$ cat src/rtl/ofdm_pkg.sv
// Shared constants and types for the OFDM transmit path: sample width, frame size,
// FFT-sink framing FSM encoding and Avalon-ST error codes.
package ofdm_pkg;
    localparam int DATA_W     = 8;
    localparam int FRAME_LEN  = 16;
    localparam int FIFO_DEPTH = 32;

    typedef enum logic [1:0] {
        ST_IDLE   = 2'd0,
        ST_SEND   = 2'd1,
        ST_STARVE = 2'd2
    } frm_state_e;

    localparam logic [1:0] ERR_NONE = 2'b00;
    localparam logic [1:0] ERR_OVF  = 2'b01;
endpackage

$ cat src/rtl/sync_fifo.sv
// Show-ahead synchronous FIFO with a registered output stage; the head entry is
// presented one edge after it was written and holds while not popped.
module sync_fifo #(
    parameter int W     = 16,
    parameter int DEPTH = 32
) (
    input  logic                   clk_i,
    input  logic                   rst_ni,
    input  logic                   wr_i,
    input  logic [W-1:0]           wdata_i,
    input  logic                   rd_i,
    output logic [W-1:0]           rdata_o,
    output logic                   empty_o,
    output logic                   full_o,
    output logic [$clog2(DEPTH):0] count_o
);
    localparam int AW = $clog2(DEPTH);
    localparam int CW = AW + 1;

    logic [W-1:0]  mem_q [DEPTH];
    logic [AW-1:0] wptr_q, rptr_q, rptr_d;
    logic [CW-1:0] cnt_q, cnt_d;
    logic          vld_q, vld_d;
    logic [W-1:0]  dout_q;
    logic          wr_ok, rd_ok;

    assign full_o  = (cnt_q == CW'(DEPTH));
    assign rd_ok   = rd_i && vld_q;
    // A pop frees the head slot in the same cycle, so a full FIFO can still take a write.
    assign wr_ok   = wr_i && (!full_o || rd_ok);
    assign rptr_d  = rptr_q + AW'(rd_ok);
    assign cnt_d   = cnt_q + CW'(wr_ok) - CW'(rd_ok);
    // Entries written this very edge are not yet readable, so they don't count here.
    assign vld_d   = (cnt_q - CW'(rd_ok)) != '0;

    assign rdata_o = dout_q;
    assign empty_o = !vld_q;
    assign count_o = cnt_q;

    always_ff @(posedge clk_i or negedge rst_ni) begin
        if (!rst_ni) begin
            wptr_q <= '0;
            rptr_q <= '0;
            cnt_q  <= '0;
            vld_q  <= 1'b0;
            dout_q <= '0;
            for (int i = 0; i < DEPTH; i++) mem_q[i] <= '0;
        end else begin
            if (wr_ok) mem_q[wptr_q] <= wdata_i;
            wptr_q <= wptr_q + AW'(wr_ok);
            rptr_q <= rptr_d;
            cnt_q  <= cnt_d;
            vld_q  <= vld_d;
            dout_q <= mem_q[rptr_d];
        end
    end
endmodule

$ cat src/rtl/fft_sink_framer.sv
// Buffers Sorter re/im sample pairs and frames them onto the FFT core's Avalon-ST
// sink as FRAME_LEN-sample IFFT frames with sop/eop, sticky overflow reporting.
module fft_sink_framer #(
    parameter int DATA_W     = ofdm_pkg::DATA_W,
    parameter int FRAME_LEN  = ofdm_pkg::FRAME_LEN,
    parameter int FIFO_DEPTH = ofdm_pkg::FIFO_DEPTH
) (
    input  logic              clk,
    input  logic              reset_n,
    input  logic              in_valid,
    input  logic [DATA_W-1:0] in_re,
    input  logic [DATA_W-1:0] in_im,
    input  logic              sink_ready,
    output logic              sink_valid,
    output logic              sink_sop,
    output logic              sink_eop,
    output logic [DATA_W-1:0] sink_real,
    output logic [DATA_W-1:0] sink_imag,
    output logic [1:0]        sink_error,
    output logic              inverse,
    output logic              overflow
);
    import ofdm_pkg::frm_state_e, ofdm_pkg::ST_IDLE, ofdm_pkg::ST_SEND, ofdm_pkg::ST_STARVE;
    import ofdm_pkg::ERR_NONE, ofdm_pkg::ERR_OVF;

    localparam int IW = $clog2(FRAME_LEN);
    localparam int CW = $clog2(FIFO_DEPTH) + 1;
    localparam logic [IW-1:0] IDX_LAST = IW'(FRAME_LEN - 1);

    logic                fifo_empty, fifo_full;
    logic [CW-1:0]       fifo_cnt;
    logic [2*DATA_W-1:0] fifo_dout;
    logic                xfer, wr_ok, drop, last, emptying;
    frm_state_e          state_q;
    logic [IW-1:0]       idx_q, idx_d;
    logic                ovf_q, ovf_d;

    sync_fifo #(
        .W     (2 * DATA_W),
        .DEPTH (FIFO_DEPTH)
    ) u_fifo (
        .clk_i   (clk),
        .rst_ni  (reset_n),
        .wr_i    (in_valid),
        .wdata_i ({in_re, in_im}),
        .rd_i    (sink_ready),
        .rdata_o (fifo_dout),
        .empty_o (fifo_empty),
        .full_o  (fifo_full),
        .count_o (fifo_cnt)
    );

    assign sink_valid = !fifo_empty;
    assign xfer       = sink_valid && sink_ready;
    assign wr_ok      = in_valid && (!fifo_full || xfer);
    assign drop       = in_valid && !wr_ok;
    assign last       = (idx_q == IDX_LAST);
    assign emptying   = xfer && !wr_ok && (fifo_cnt == CW'(1));

    assign idx_d = xfer ? (last ? '0 : idx_q + IW'(1)) : idx_q;
    assign ovf_d = ovf_q || drop;

    assign sink_sop   = sink_valid && (idx_q == '0);
    assign sink_eop   = sink_valid && last;
    assign sink_real  = fifo_dout[2*DATA_W-1:DATA_W];
    assign sink_imag  = fifo_dout[DATA_W-1:0];
    assign sink_error = ovf_q ? ERR_OVF : ERR_NONE;
    assign inverse    = 1'b1;
    assign overflow   = ovf_q;

    always_ff @(posedge clk or negedge reset_n) begin
        if (!reset_n) begin
            idx_q <= '0;
            ovf_q <= 1'b0;
        end else begin
            idx_q <= idx_d;
            ovf_q <= ovf_d;
        end
    end

    // Frame-level view of the stream; a starved frame keeps its index and resumes without sop.
    always_ff @(posedge clk or negedge reset_n) begin
        if (!reset_n) begin
            state_q <= ST_IDLE;
        end else begin
            case (state_q)
                ST_IDLE:   if (wr_ok) state_q <= ST_SEND;
                ST_SEND:   if (emptying) state_q <= last ? ST_IDLE : ST_STARVE;
                ST_STARVE: if (wr_ok) state_q <= ST_SEND;
                default:   state_q <= ST_IDLE;
            endcase
        end
    end
endmodule

$ cat config.mk
export PLATFORM = sky130hd
export DESIGN_NAME = fft_sink_framer
export DESIGN_NICKNAME = d
export VERILOG_FILES = /design/src/rtl/ofdm_pkg.sv /design/src/rtl/sync_fifo.sv /design/src/rtl/fft_sink_framer.sv
export SDC_FILE = /design/constraint.sdc
export NUM_CORES = 1
export LEC_CHECK = 0
export ABC_AREA = 1
export ABC_CLOCK_PERIOD_IN_PS = 2400
export BUFFER_PORTS_ARGS = -buffer_cell sky130_fd_sc_hd__buf_2
export CAP_MARGIN = 25
export CELL_PAD_IN_SITES_DETAIL_PLACEMENT = 1
export CELL_PAD_IN_SITES_GLOBAL_PLACEMENT = 1
export CORE_UTILIZATION = 43
export CTS_CLUSTER_DIAMETER = 50
export DETAILED_ROUTE_END_ITERATION = 16
export GPL_ROUTABILITY_DRIVEN = 0
export PLACE_DENSITY_LB_ADDON = 0.1
export SLEW_MARGIN = 20
export SYNTH_ARGS = -nofsm -noshare
export SYNTH_HDL_FRONTEND = slang
export SYNTH_SLANG_ARGS = --single-unit
$ cat constraint.sdc
create_clock -name clk -period 2.4 [get_ports clk]
set_input_delay 0 -clock clk [delete_from_list [all_inputs] [get_ports clk]]
set_output_delay 0 -clock clk [all_outputs]
set_load 0.005 [all_outputs]
## After elaboration in Yosys (flattened, before gate mapping)

Index checks and enable logic that the tools add are counted.

- Equal/unequal tests: 2
- $lt $le $gt $ge: 3
- Muxes and demuxes: 8
- $add $sub $neg: 6
- Reduce and logical (&&, ||, !) cells: 12
- Bitwise logic cells: 2

Operator list:

| operator | count |
|---|---|
| bitwise mux 512 bit | 1 |
| binary-select mux 16 bit (select 5 bit) | 1 |
| demux 16 bit (select 5 bit) | 1 |
| two-way mux 16 bit | 3 |
| greater-or-equal comparator 6 bit, second input constant | 2 |
| inverter 5 -> 6 bit | 2 |
| subtractor 6 x 1 -> 6 bit | 2 |
| adder 5 x 1 -> 5 bit | 2 |
| adder 6 x 1 -> 6 bit | 1 |
| equality test 6 bit, second input constant | 1 |
| logical AND 1 bit | 6 |
| less-than comparator 6 x 1 -> 1 bit, second input constant | 1 |
| nonzero test 6 bit | 1 |
| adder 4 x 1 -> 4 bit, second input constant | 1 |
| equality test 4 bit, second input constant | 1 |
| zero test 4 bit | 1 |
| two-way mux 4 bit | 1 |
| zero test 1 bit | 2 |
| logical OR 1 bit | 2 |
| two-way mux 1 bit | 1 |

- Register bits: 550
- Bits of input ports: 20

## Longest topological paths before layout

Gate-level depths: netlist of the first run.

- Word-level depth: 7
- Gate-level depth with buffers: 15
- Mapped depth without buffers: 13

## Cells and area by module

From an unflattened synthesis of the first run, not the netlist that was laid out.

- Cells, all modules: 3500
- Area, all modules: 26461.6 um2

Modules (own cells, without submodules):

| module | times used | area each (um2) | cells an instance | seq. area each (um2) |
|---|---|---|---|---|
| sync_fifo | 1 | 26151.3 | 3461 | 13638.1 |
| fft_sink_framer | 1 | 310.3 | 39 | 125.1 |

## Worst setup path after synthesis of the first run

OpenSTA, ideal clock, no wires.

- Path kind: reg-to-reg
- From: register u_fifo.cnt_q[2] (netlist: u_fifo.count_o[2])
- To: register u_fifo.cnt_q[4] (netlist: u_fifo.count_o[4])
- Setup slack: 71 ps
- Period minus slack after synthesis: 2329 ps
- Cell stages (with the launch flop): 15
- Arrival: 2250 ps
- Required time: 2321 ps
- Buffers on the path: 1
- Cell sequence: dfrtp_1 -> inv_1 -> ha_1 -> inv_1 -> nor3_1 -> nand3_1 -> nand2_1 -> inv_1 -> buf_4 -> ha_1 -> fa_1 -> a21oi_1 -> nor2_1 -> nor2_1 -> xor2_1

- Cells in the longest elaborated chain, start to end: 6

RTL lines:

| item | line | source |
|---|---|---|
| from (decl) | sync_fifo.sv:22 | `logic [CW-1:0] cnt_q, cnt_d;` |
| from (signal assigned) | sync_fifo.sv:52 | `cnt_q <= cnt_d;` |
| equality test 6 bit | sync_fifo.sv:27 | `assign full_o = (cnt_q == CW'(DEPTH));` |
| zero test 1 bit | sync_fifo.sv:30 | `assign wr_ok = wr_i && (!full_o \|\| rd_ok);` |
| logical OR 1 bit | sync_fifo.sv:30 |  |
| logical AND 1 bit | sync_fifo.sv:30 |  |
| adder 6 x 1 -> 6 bit * | sync_fifo.sv:32 | `assign cnt_d = cnt_q + CW'(wr_ok) - CW'(rd_ok);` |
| subtractor 6 x 1 -> 6 bit * | sync_fifo.sv:32 |  |
| net u_fifo.cnt_d[4] | sync_fifo.sv:22 |  |

The timed path passes the listed nets; every way through them passes the cells marked *.
A chain may end at the register's enable or synchronous reset.

## Worst setup path after layout of the first run

- From: register u_fifo.vld_q
- To: register u_fifo.dout_q[14] (netlist: u_fifo.rdata_o[14])

- Cells in the longest elaborated chain, start to end: 6

RTL lines:

| item | line | source |
|---|---|---|
| from (decl) | sync_fifo.sv:23 | `logic vld_q, vld_d;` |
| from (signal assigned) | sync_fifo.sv:53 | `vld_q <= vld_d;` |
| logical AND 1 bit | sync_fifo.sv:28 | `assign rd_ok = rd_i && vld_q;` |
| net u_fifo.rd_ok | sync_fifo.sv:25 | `logic wr_ok, rd_ok;` |
| adder 5 x 1 -> 5 bit | sync_fifo.sv:31 | `assign rptr_d = rptr_q + AW'(rd_ok);` |
| inverter 5 -> 6 bit (not written as such) | sync_fifo.sv:54 | `dout_q <= mem_q[rptr_d];` |
| binary-select mux 16 bit (select 5 bit) | sync_fifo.sv:54 |  |
| two-way mux 16 bit (not written as such) (2 in a row) | sync_fifo.sv:54 |  |
| to (signal assigned) | sync_fifo.sv:54 |  |
| to (decl) | sync_fifo.sv:24 | `logic [W-1:0] dout_q;` |

The timed path passes the listed nets, and every way through them passes these cells. The select of a mux whose other input is x is not followed.

==> results of run 1 <==
## state kept, by name (all words and copies together), names as in the netlist
register / flops
idx_q: 4
overflow: 1
u_fifo.count_o: 6
u_fifo.mem_q: 512
u_fifo.rdata_o: 16
u_fifo.rptr_q: 5
u_fifo.vld_q: 1
u_fifo.wptr_q: 5
## worst paths after layout
check	start	to	slack, ps	cells after the start
worst min register to register	u_fifo.mem_q[313]	u_fifo.mem_q[313]	480	2
worst max register to register	u_fifo.vld_q	u_fifo.rdata_o[14]	130	10
max in group asynchronous	reset_n	u_fifo.mem_q[281]	1140	4
worst min-delay path	sink_ready	idx_q[1]	7	6
worst max-delay path	u_fifo.vld_q	u_fifo.rdata_o[14]	130	10
min in group asynchronous	reset_n	idx_q[1]	480	3
## power by group through the flow
stage	sequential, mW	combinational [mW]	clock (mW)
floorplan	15.0	13.9	0
global route	16.1	25.3	11.7
detailed placement	15.7	22.3	0
CTS	15.6	22.6	11.4
global placement	15.5	21.6	0
finish	15.7	22.5	11.1
## cells by family after synthesis
group / count (synthesis) / share of synthesized area
XOR/XNOR: 14 / 0.00522
other: 2 / 0.000285
buffers and inverters: 619 / 0.0943
AO/OA/AOI/OAI: 521 / 0.0990
adder cells (fa/ha/maj): 21 / 0.0102
flip-flops: 550 / 0.522
AND/OR/NAND/NOR: 1763 / 0.269
## stage by stage
stage          total power [mW]   util
2_1_floorplan              28.9      -
4_1_cts                    49.6  0.513
5_1_grt                    53.1  0.513
6_report                   49.3  0.513
3_5_place_dp               38.0  0.468
3_3_place_gp               37.1  0.468
## layout make-up
type                       instances  area (um2)  area share
clock buffer                     101        2160      0.0696
clock inverter                    33         333      0.0107
inverter                         362        1370      0.0441
multi-input combinational       2321       10200       0.329
sequential                       550       13800       0.444
tap                              782         978      0.0316
timing repair buffer             194        2190      0.0708
## layer usage
metal | part of all wire | track usage | vias to the layer above
met5 | 0 | 0 | -
met4 | 0.015 | 0.0677 | 0
met3 | 0.040 | 0.0337 | 110
met2 | 0.47 | 0.485 | 420
met1 | 0.47 | 0.414 | 11700
li1 | - | - | 10900
## what timing repair did
item / in CTS / in global routing
setup endpoints to repair: 0 / 15
buffers inserted: 0 / 0
hold endpoints to repair: 772 / 0
hold buffers: 19 / 0
resized for setup: 0 / 5
## synthesized netlist by cell type (2+ instances only)
master / instances
sky130_fd_sc_hd__xnor2_2: 2
sky130_fd_sc_hd__o21ai_0: 516
sky130_fd_sc_hd__nand3_1: 372
sky130_fd_sc_hd__nor3_1: 3
sky130_fd_sc_hd__nor2_1: 39
sky130_fd_sc_hd__clkbuf_1: 137
sky130_fd_sc_hd__inv_1: 360
sky130_fd_sc_hd__buf_2: 110
sky130_fd_sc_hd__buf_4: 7
sky130_fd_sc_hd__a21oi_1: 3
sky130_fd_sc_hd__nand4_1: 2
sky130_fd_sc_hd__conb_1: 2
sky130_fd_sc_hd__xor2_1: 11
sky130_fd_sc_hd__ha_1: 20
sky130_fd_sc_hd__buf_1: 3
sky130_fd_sc_hd__dfrtp_1: 550
sky130_fd_sc_hd__nand2_1: 1346
## worst min-delay path, delay by kind of cell
family	cells	cell delay, ps
buf+inv	4	440
simple gates	1	70
compound gates	1	70
==> results.txt, run 1 <==
----------------------------------------------------
[Critical path]
  Cell type with the highest occurrence count on the critical path ... sky130_fd_sc_hd__nand2_1
  Cells along the critical path ... nand2_1, inv_2, ha_4, nand3_1, xnor2_4, buf_4, nand3_1, nand2_1, nand2_1, nand2_1
  CP endpoint kind ... register
  Buf+Inv Stages, Crit Path ... 2
  Maximum cell stage delay along the critical path ... 570 ps
  Maximum net fanout on the critical path ... 11
  Kind of start point of the critical path ... register
  Req. time, crit path ... 2950 ps
  Arrival time at the worst endpoint ... 2820 ps
  Max stage delay cell, worst path ... sky130_fd_sc_hd__xnor2_4
  Kind of cell with the highest combined delay on the critical path ... simple AND/OR/NAND/NOR gates
  Critical path class ... reg -> reg

[Cells and area]
  Nets ... 3546
  Fraction of final layout cells with drive strength greater than 1 ... 0.0873
  Post-route non-filler standard cell count ... 4343
  Filler Cells Inserted ... 7288
  Area growth, synth to finish ... 17.6%
  Most common cell after layout, fill and taps aside ... sky130_fd_sc_hd__nand2_1
  Antenna Cells ... 0
  Final non-filler cell area ... 31000 um2
  Leading cell types in the layout, fill and taps excluded ... 1346 x sky130_fd_sc_hd__nand2_1, 550 x sky130_fd_sc_hd__dfrtp_1, 516 x sky130_fd_sc_hd__o21ai_0, 372 x sky130_fd_sc_hd__nand3_1, 358 x sky130_fd_sc_hd__inv_1

[GRT]
  Antenna violations before repair ... 2
  Total global-route track usage ... 0.294
  Vias in the first global route ... 24300
  Global-route wire length before repair ... 142000 um
  Global route overflow ... 0
  Largest net degree at the start of global routing ... 63

[Placed design]
  Buffers on Ports ... 40
  Worst slack at placement ... 32.7 ps
  Total placed cells including tap cells ... 4190
  Area post-placement ... 28300 um2
  Placed wire-length estimate ... 54100 um

[Pwr]
  Sequential cell fraction of total power ... 0.318
  Sw power ... 21.4 mW
  Int Power ... 27.9 mW
  Power per cell area ... 1590 nW/um2
  Leak Pwr ... 15.6 nW
  Fraction of power spent switching nets ... 0.433
  Share of power burned in combinational logic ... 0.456
  Proportion of power drawn by the clock network ... 0.226
  Maximum vdd drop ... 1.01 mV

[Synth]
  Mean post-synth cell area ... 7.56 um2
  Post-synthesis cell count ... 3490
  Top post-synthesis cells by area ... sky130_fd_sc_hd__dfrtp_1 52%, sky130_fd_sc_hd__nand2_1 19%, sky130_fd_sc_hd__o21ai_0 9.8%
  Count of different cell masters after synthesis ... 24
  Most used DFF post-synth ... sky130_fd_sc_hd__dfrtp_1
  Synthesis-stage register bit count ... 550
  Synth area leader ... sky130_fd_sc_hd__dfrtp_1
  Warnings from Yosys ... 0
  Share of Yosys cell area claimed by the top area cell type ... 0.522
  Summed instance area of the synthesized netlist ... 26400 um2
  Proportion of synthesized flip-flops having asynchronous set or reset ... 1.00
  Post-synthesis sequential area ratio ... 0.522
  Synthesized net count ... 3531
  Number of enable flip-flop cells after synthesis ... 0

[Timing]
  Fraction of the cycle the final worst path needs ... 0.945
  Final Max Slew Viols ... 0
  Final Setup Violations ... 0
  Setup repair after global routing missed its margin ... false
  Hold violation total from the final report ... 0
  Fin Hold WS ... 7.23 ps
  Post-Route Setup TNS ... 0 ps
  Headroom to the max-slew limit ... 0.625
  Setup WS post-layout ... 131 ps
  Clock Skews ... 28.3 ps
  Tmin final ... 2270 ps
  Max Clock Freq ... 441 MHz
  Transition time at the pin with the least slew margin ... 563 ps

[Clock network]
  Clock slew seen by the registers of the worst setup and hold paths ... 60 ps
  Cell chosen for the clock root ... sky130_fd_sc_hd__clkbuf_16
  CTS sink count ... 550
  H-tree lvl count ... 3
  Clock tree from TritonCTS ... built
  Insertion delay to the later sink of the worst-skew pair ... 620 ps
  Clock tree buffer depth ... 3
  Cts bufs inserted ... 76

[Drt]
  Number of DRC violations after detailed-routing iteration 0 ... 1644
  Detail-routed net length per standard cell ... 20.4 um
  Number of detailed-route iterations in the first pass ... 5
  Count of vias placed by the detailed router ... 23200
  Total Wirelength ... 88500 um
  Routed via count divided by cell count ... 5.33
  Number of DRC violations after detailed routing ... 0
  Residual antenna-violating net count after detailed routing ... 0

[Floorplan]
  DIE HEIGHT ... 250 um
  Die Wd ... 250 um
  Number of primary I/O pins ... 43
  Site row count ... 90
  Core region area ... 60500 um2
  Die area ... 62300 um2
  Initial cell density of the core ... 0.436

[Outcome]
  Result of the run ... finished clean

[Run]
  MaxCap Viol Count ... 0

[Worst hold path]
  Classification of the worst-slack hold path ... in -> reg

----------------------------------------------------
Power figures use the tool's default switching activity.
==> inputs of run 2 (changes only) <==
Settings changed: CORE_ASPECT_RATIO set to 0.75, HOLD_SLACK_MARGIN set to 0.03.
==> results.txt, run 2 (same netlist as run 1, synthesis figures left out) <==
----------------------------------------------------
[Pwr]
  Leak Pwr ... 15.6 nW
  Sequential cell fraction of total power ... 0.316
  Int Power ... 27.8 mW
  Share of power burned in combinational logic ... 0.490
  Sw power ... 21.9 mW
  Fraction of power spent switching nets ... 0.440
  Post-route total power ... 49.7 mW
  Maximum vdd drop ... 0.873 mV
  Proportion of power drawn by the clock network ... 0.194
  Power per cell area ... 1600 nW/um2

[Timing]
  Fraction of the cycle the final worst path needs ... 0.974
  Hold violation total from the final report ... 0
  Transition time at the pin with the least slew margin ... 565 ps
  Final Max Slew Viols ... 0
  Max Clock Freq ... 428 MHz
  Clock Skews ... 25.9 ps
  Setup repair after global routing missed its margin ... false
  Fin Hold WS ... 144 ps
  Headroom to the max-slew limit ... 0.623
  Final Setup Violations ... 0
  Tmin final ... 2340 ps

[Floorplan]
  Die Wd ... 288 um
  DIE HEIGHT ... 216 um
  Die area ... 62300 um2
  Number of primary I/O pins ... 43
  Initial cell density of the core ... 0.436
  Core region area ... 60500 um2
  Site row count ... 78

[Cells and area]
  Largest Register ... u_fifo.mem_q
  Filler Cells Inserted ... 7402
  Most common cell after layout, fill and taps aside ... sky130_fd_sc_hd__nand2_1
  Final non-filler cell area ... 31000 um2
  Post-route non-filler standard cell count ... 4342
  Fraction of final layout cells with drive strength greater than 1 ... 0.0864
  Flip-flop count of the largest register, all copies and words added ... 512
  Area growth, synth to finish ... 17.4%
  Antenna Cells ... 0
  Layout Utilization ... 0.512
  Register area ... 13800 um2
  Nets ... 3535
  Leading cell types in the layout, fill and taps excluded ... 1338 x sky130_fd_sc_hd__nand2_1, 550 x sky130_fd_sc_hd__dfrtp_1, 516 x sky130_fd_sc_hd__o21ai_0, 366 x sky130_fd_sc_hd__nand3_1, 358 x sky130_fd_sc_hd__inv_1
  Total area of multi-input combinational cells ... 10300 um2

[Clock network]
  CTS sink count ... 550
  Clock tree from TritonCTS ... built
  Clock tree buffer depth ... 3
  Cts bufs inserted ... 58
  Cell chosen for the clock root ... sky130_fd_sc_hd__clkbuf_16
  H-tree lvl count ... 2
  Clock slew seen by the registers of the worst setup and hold paths ... 60 ps
  Insertion delay to the later sink of the worst-skew pair ... 640 ps

[Critical path]
  Reg-to-Reg Start ... u_fifo.vld_q
  Req. time, crit path ... 2960 ps
  CP endpoint kind ... register
  Worst setup startpoint ... u_fifo.vld_q
  Critical path class ... reg -> reg
  Maximum net fanout on the critical path ... 13
  Kind of start point of the critical path ... register
  Arrival time at the worst endpoint ... 2890 ps

[Placed design]
  Area post-placement ... 28400 um2
  Total placed cells including tap cells ... 4200
  Buffers on Ports ... 40
  Placed wire-length estimate ... 55800 um

[Drt]
  Detail-routed net length per standard cell ... 21.4 um
  Number of detailed-route iterations in the first pass ... 7
  Residual antenna-violating net count after detailed routing ... 0
  Number of DRC violations after detailed-routing iteration 0 ... 1615
  Routed via count divided by cell count ... 5.42
  Count of vias placed by the detailed router ... 23500
  Number of DRC violations after detailed routing ... 0
  Total Wirelength ... 92900 um

[GRT]
  Largest net degree at the start of global routing ... 91
  Vias in the first global route ... 24700
  Global route overflow ... 0
  Antenna violations before repair ... 0
  Global-route wire length before repair ... 144000 um
  Total global-route track usage ... 0.300

[Worst hold path]
  Classification of the worst-slack hold path ... in -> async

[Outcome]
  Result of the run ... finished clean

[Run]
  MaxCap Viol Count ... 0

----------------------------------------------------
## run 2: final timing paths
path,slack (ps),depth (start not counted),end
max,60,12,u_fifo.rdata_o[13]
min,140,3,u_fifo.mem_q[3]
max reg2reg,60,12,u_fifo.rdata_o[13]
min reg2reg,480,2,u_fifo.mem_q[360]
max in group asynchronous,1740,3,u_fifo.mem_q[224]
min in group clk,370,5,u_fifo.count_o[0]
## run 2: power by group through the flow
stage / clock network [mW] / registers, mW / logic, mW
global route: 10.2 / 16.1 / 26.9
CTS: 9.82 / 15.6 / 23.2
detailed placement: 0 / 15.8 / 22.8
global placement: 0 / 15.5 / 22.1
finish: 9.64 / 15.7 / 24.3
floorplan: 0 / 15.0 / 13.9
## run 2: area by class of cell
| cell class | count | share of cell area |
|---|---|---|
| tap | 800 | 0.0323 |
| inverter | 362 | 0.0446 |
| multi-input combinational | 2321 | 0.332 |
| timing repair buffer | 201 | 0.0813 |
| clock inverter | 21 | 0.00889 |
| clock buffer | 87 | 0.0566 |
| sequential | 550 | 0.444 |
## run 2: per-layer routing
metal	GRT usage	wire, um	vias up	share of wire
met2	0.492	43700	510	0.47
li1	-	-	10900	-
met1	0.416	42700	12000	0.46
met5	0	0	-	0
met4	0.0961	2700	0	0.029
met3	0.0329	3750	149	0.040
## run 2: repair_timing
action	in CTS	in global routing
gates cloned	1	5
hold endpoints to repair	988	0
setup endpoints to repair	8	12
hold buffers	21	0
pin swaps	0	1
resized for setup	4	26
buffers inserted	0	7
## run 2: worst max-delay path, cell delays in order (launching register included)
cell,delay (ps)
sky130_fd_sc_hd__dfrtp_1,400
sky130_fd_sc_hd__nand2_2,100
sky130_fd_sc_hd__clkinv_2,90
sky130_fd_sc_hd__ha_4,180
sky130_fd_sc_hd__ha_4,350
sky130_fd_sc_hd__buf_4,170
sky130_fd_sc_hd__clkbuf_16,190
sky130_fd_sc_hd__nand3_1,90
sky130_fd_sc_hd__nand3_1,140
sky130_fd_sc_hd__nand3_1,130
sky130_fd_sc_hd__nand2_1,190
sky130_fd_sc_hd__nand2_1,140
sky130_fd_sc_hd__nand2_1,100
## run 2: through the flow
| stage | setup slack [ps] | setup TNS, ps |
|---|---|---|
| finish | 62.9 | 0 |
| global route | 3.37 | 0 |
| CTS | 3.35 | 0 |
| detailed placement | -187 | -455 |
| global placement | -152 | -175 |
| floorplan | 71.1 | 0 |
==> inputs of run 3 (changes only) <==
Settings changed: GPL_TIMING_DRIVEN set to 0, SETUP_SLACK_MARGIN set to 0.5.
==> results.txt, run 3 (same netlist as run 1, synthesis figures left out) <==
----------------------------------------------------
[Cells and area]
  Leading cell types in the layout, fill and taps excluded ... 1182 x sky130_fd_sc_hd__nand2_1, 550 x sky130_fd_sc_hd__dfrtp_1, 449 x sky130_fd_sc_hd__o21ai_0, 354 x sky130_fd_sc_hd__inv_1, 164 x sky130_fd_sc_hd__nand3_1
  Fraction of final layout cells with drive strength greater than 1 ... 0.237
  Most common cell after layout, fill and taps aside ... sky130_fd_sc_hd__nand2_1
  Nets ... 3772
  Filler Cells Inserted ... 7037
  Largest Register ... u_fifo.mem_q
  Layout Utilization ... 0.602
  Area growth, synth to finish ... 38.1%
  Flip-flop count of the largest register, all copies and words added ... 512

[Floorplan]
  Site row count ... 78
  DIE HEIGHT ... 216 um
  Die Wd ... 288 um
  Number of primary I/O pins ... 43
  Initial cell density of the core ... 0.436
  Core region area ... 60500 um2
  Die area ... 62300 um2

[Timing]
  Headroom to the max-slew limit ... 0.214
  Setup repair after global routing missed its margin ... true
  Hold violation total from the final report ... 52
  Final Setup Violations ... 5
  Post-Route Setup TNS ... -226 ps
  Clock Skews ... 27.9 ps
  Setup WS post-layout ... -129 ps
  Max Clock Freq ... 395 MHz
  Final Max Slew Viols ... 0
  Tmin final ... 2530 ps
  Transition time at the pin with the least slew margin ... 1180 ps
  Fraction of the cycle the final worst path needs ... 1.05
  Fin Hold WS ... -122 ps

[Clock network]
  H-tree lvl count ... 2
  Insertion delay to the later sink of the worst-skew pair ... 670 ps
  Clock tree buffer depth ... 3
  CTS sink count ... 550
  Clock tree from TritonCTS ... built
  Cts bufs inserted ... 61
  Clock slew seen by the registers of the worst setup and hold paths ... 70 ps
  Total of hold buffers inserted after clock tree synthesis ... 20
  Cell chosen for the clock root ... sky130_fd_sc_hd__clkbuf_16

[Critical path]
  Kind of start point of the critical path ... register
  CP endpoint kind ... register
  Critical path class ... reg -> reg
  Maximum net fanout on the critical path ... 10
  Arrival time at the worst endpoint ... 3090 ps
  Req. time, crit path ... 2970 ps

[GRT]
  Global route overflow ... 0
  Antenna violations before repair ... 5
  Total global-route track usage ... 0.367
  Largest net degree at the start of global routing ... 92
  Vias in the first global route ... 27500
  Global-route wire length before repair ... 171000 um

[Pwr]
  Proportion of power drawn by the clock network ... 0.158
  Int Power ... 33.7 mW
  Leak Pwr ... 17.8 nW
  Sequential cell fraction of total power ... 0.247
  Sw power ... 30.6 mW
  Fraction of power spent switching nets ... 0.476
  Maximum vdd drop ... 0.820 mV
  Power per cell area ... 1770 nW/um2
  Post-route total power ... 64.3 mW
  Share of power burned in combinational logic ... 0.595

[Drt]
  Residual antenna-violating net count after detailed routing ... 0
  Number of DRC violations after detailed-routing iteration 0 ... 2643
  Total Wirelength ... 123000 um
  Count of vias placed by the detailed router ... 27100
  Routed via count divided by cell count ... 5.90
  Number of detailed-route iterations in the first pass ... 7
  Detail-routed net length per standard cell ... 26.8 um
  Number of DRC violations after detailed routing ... 0

[Worst hold path]
  Classification of the worst-slack hold path ... in -> async

[Placed design]
  Buffers on Ports ... 40
  Placed wire-length estimate ... 74400 um

[Outcome]
  Failing checks ... hold timing, setup timing
  Result of the run ... complete, but fails checks

[Run]
  MaxCap Viol Count ... 0

----------------------------------------------------
==> run 3: final timing paths <==
path / slack [ps] / cells past startpoint / to / from
worst max register to register: -130 / 7 / u_fifo.rdata_o[14] / u_fifo.rptr_q[2]
worst min-delay path: -120 / 2 / idx_q[0] / reset_n
worst min register to register: 480 / 2 / u_fifo.mem_q[201] / u_fifo.mem_q[201]
worst max-delay path: -130 / 7 / u_fifo.rdata_o[14] / u_fifo.rptr_q[2]
min in group clk: 300 / 5 / u_fifo.rptr_q[0] / sink_ready
max in group asynchronous: 790 / 5 / u_fifo.mem_q[21] / reset_n
==> run 3: metrics by stage <==
stage          area (um2)  setup WS (ps)  cells
2_1_floorplan       26600            279   3490
5_1_grt             36400           -146   4582
3_3_place_gp        27800         -10090   4330
3_5_place_dp        27900           -760   4336
4_1_cts             34600          -12.9   4534
6_report            36400           -129   4584
==> run 3: worst max-delay path: stages, from the launching register on <==
cell and delay, ps:
sky130_fd_sc_hd__dfrtp_1 610, sky130_fd_sc_hd__nand3_1 310, sky130_fd_sc_hd__xnor2_2 450, sky130_fd_sc_hd__buf_2 430, sky130_fd_sc_hd__nand3_1 210, sky130_fd_sc_hd__nand2_1 140
sky130_fd_sc_hd__nand2_1 90, sky130_fd_sc_hd__nand2_2 190
==> run 3: power by group through the flow <==
stage | registers (mW) | clock network [mW] | logic (mW)
after floorplan | 15.0 | 0 | 14.3
after global placement | 15.4 | 0 | 22.1
after detailed placement | 15.6 | 0 | 23.0
after CTS | 15.5 | 10.1 | 32.9
after global routing | 16.2 | 10.6 | 39.9
final | 15.9 | 10.2 | 38.3
==> run 3: layout make-up <==
class / count / area (um2) / area share
antenna: 2 / 5.00 / 0.000137
buffer: 257 / 3210 / 0.0881
clock buffer: 88 / 1820 / 0.0500
clock inverter: 26 / 319 / 0.00876
inverter: 362 / 1390 / 0.0382
multi-input combinational: 2321 / 12700 / 0.348
sequential: 550 / 13800 / 0.378
tap: 800 / 1000 / 0.0275
timing repair buffer: 178 / 2240 / 0.0616
==> run 3: repair_timing <==
action                                  in CTS  in global routing
endpoints found under the setup margin     542                544
gates cloned                                29                 16
setup buffers                               35                 31
pin swaps                                  124                 71
resized for setup                          785                491
endpoints found under the hold margin      342                 52
==> run 3: metal layers <==
layer | routed length (um) | up-vias | track usage
met1 | 50000 | 13800 | 0.515
met4 | 6430 | 6 | 0.148
met5 | 40 | - | 0
li1 | - | 11400 | -
met2 | 55000 | 1399 | 0.555
met3 | 11500 | 432 | 0.0767
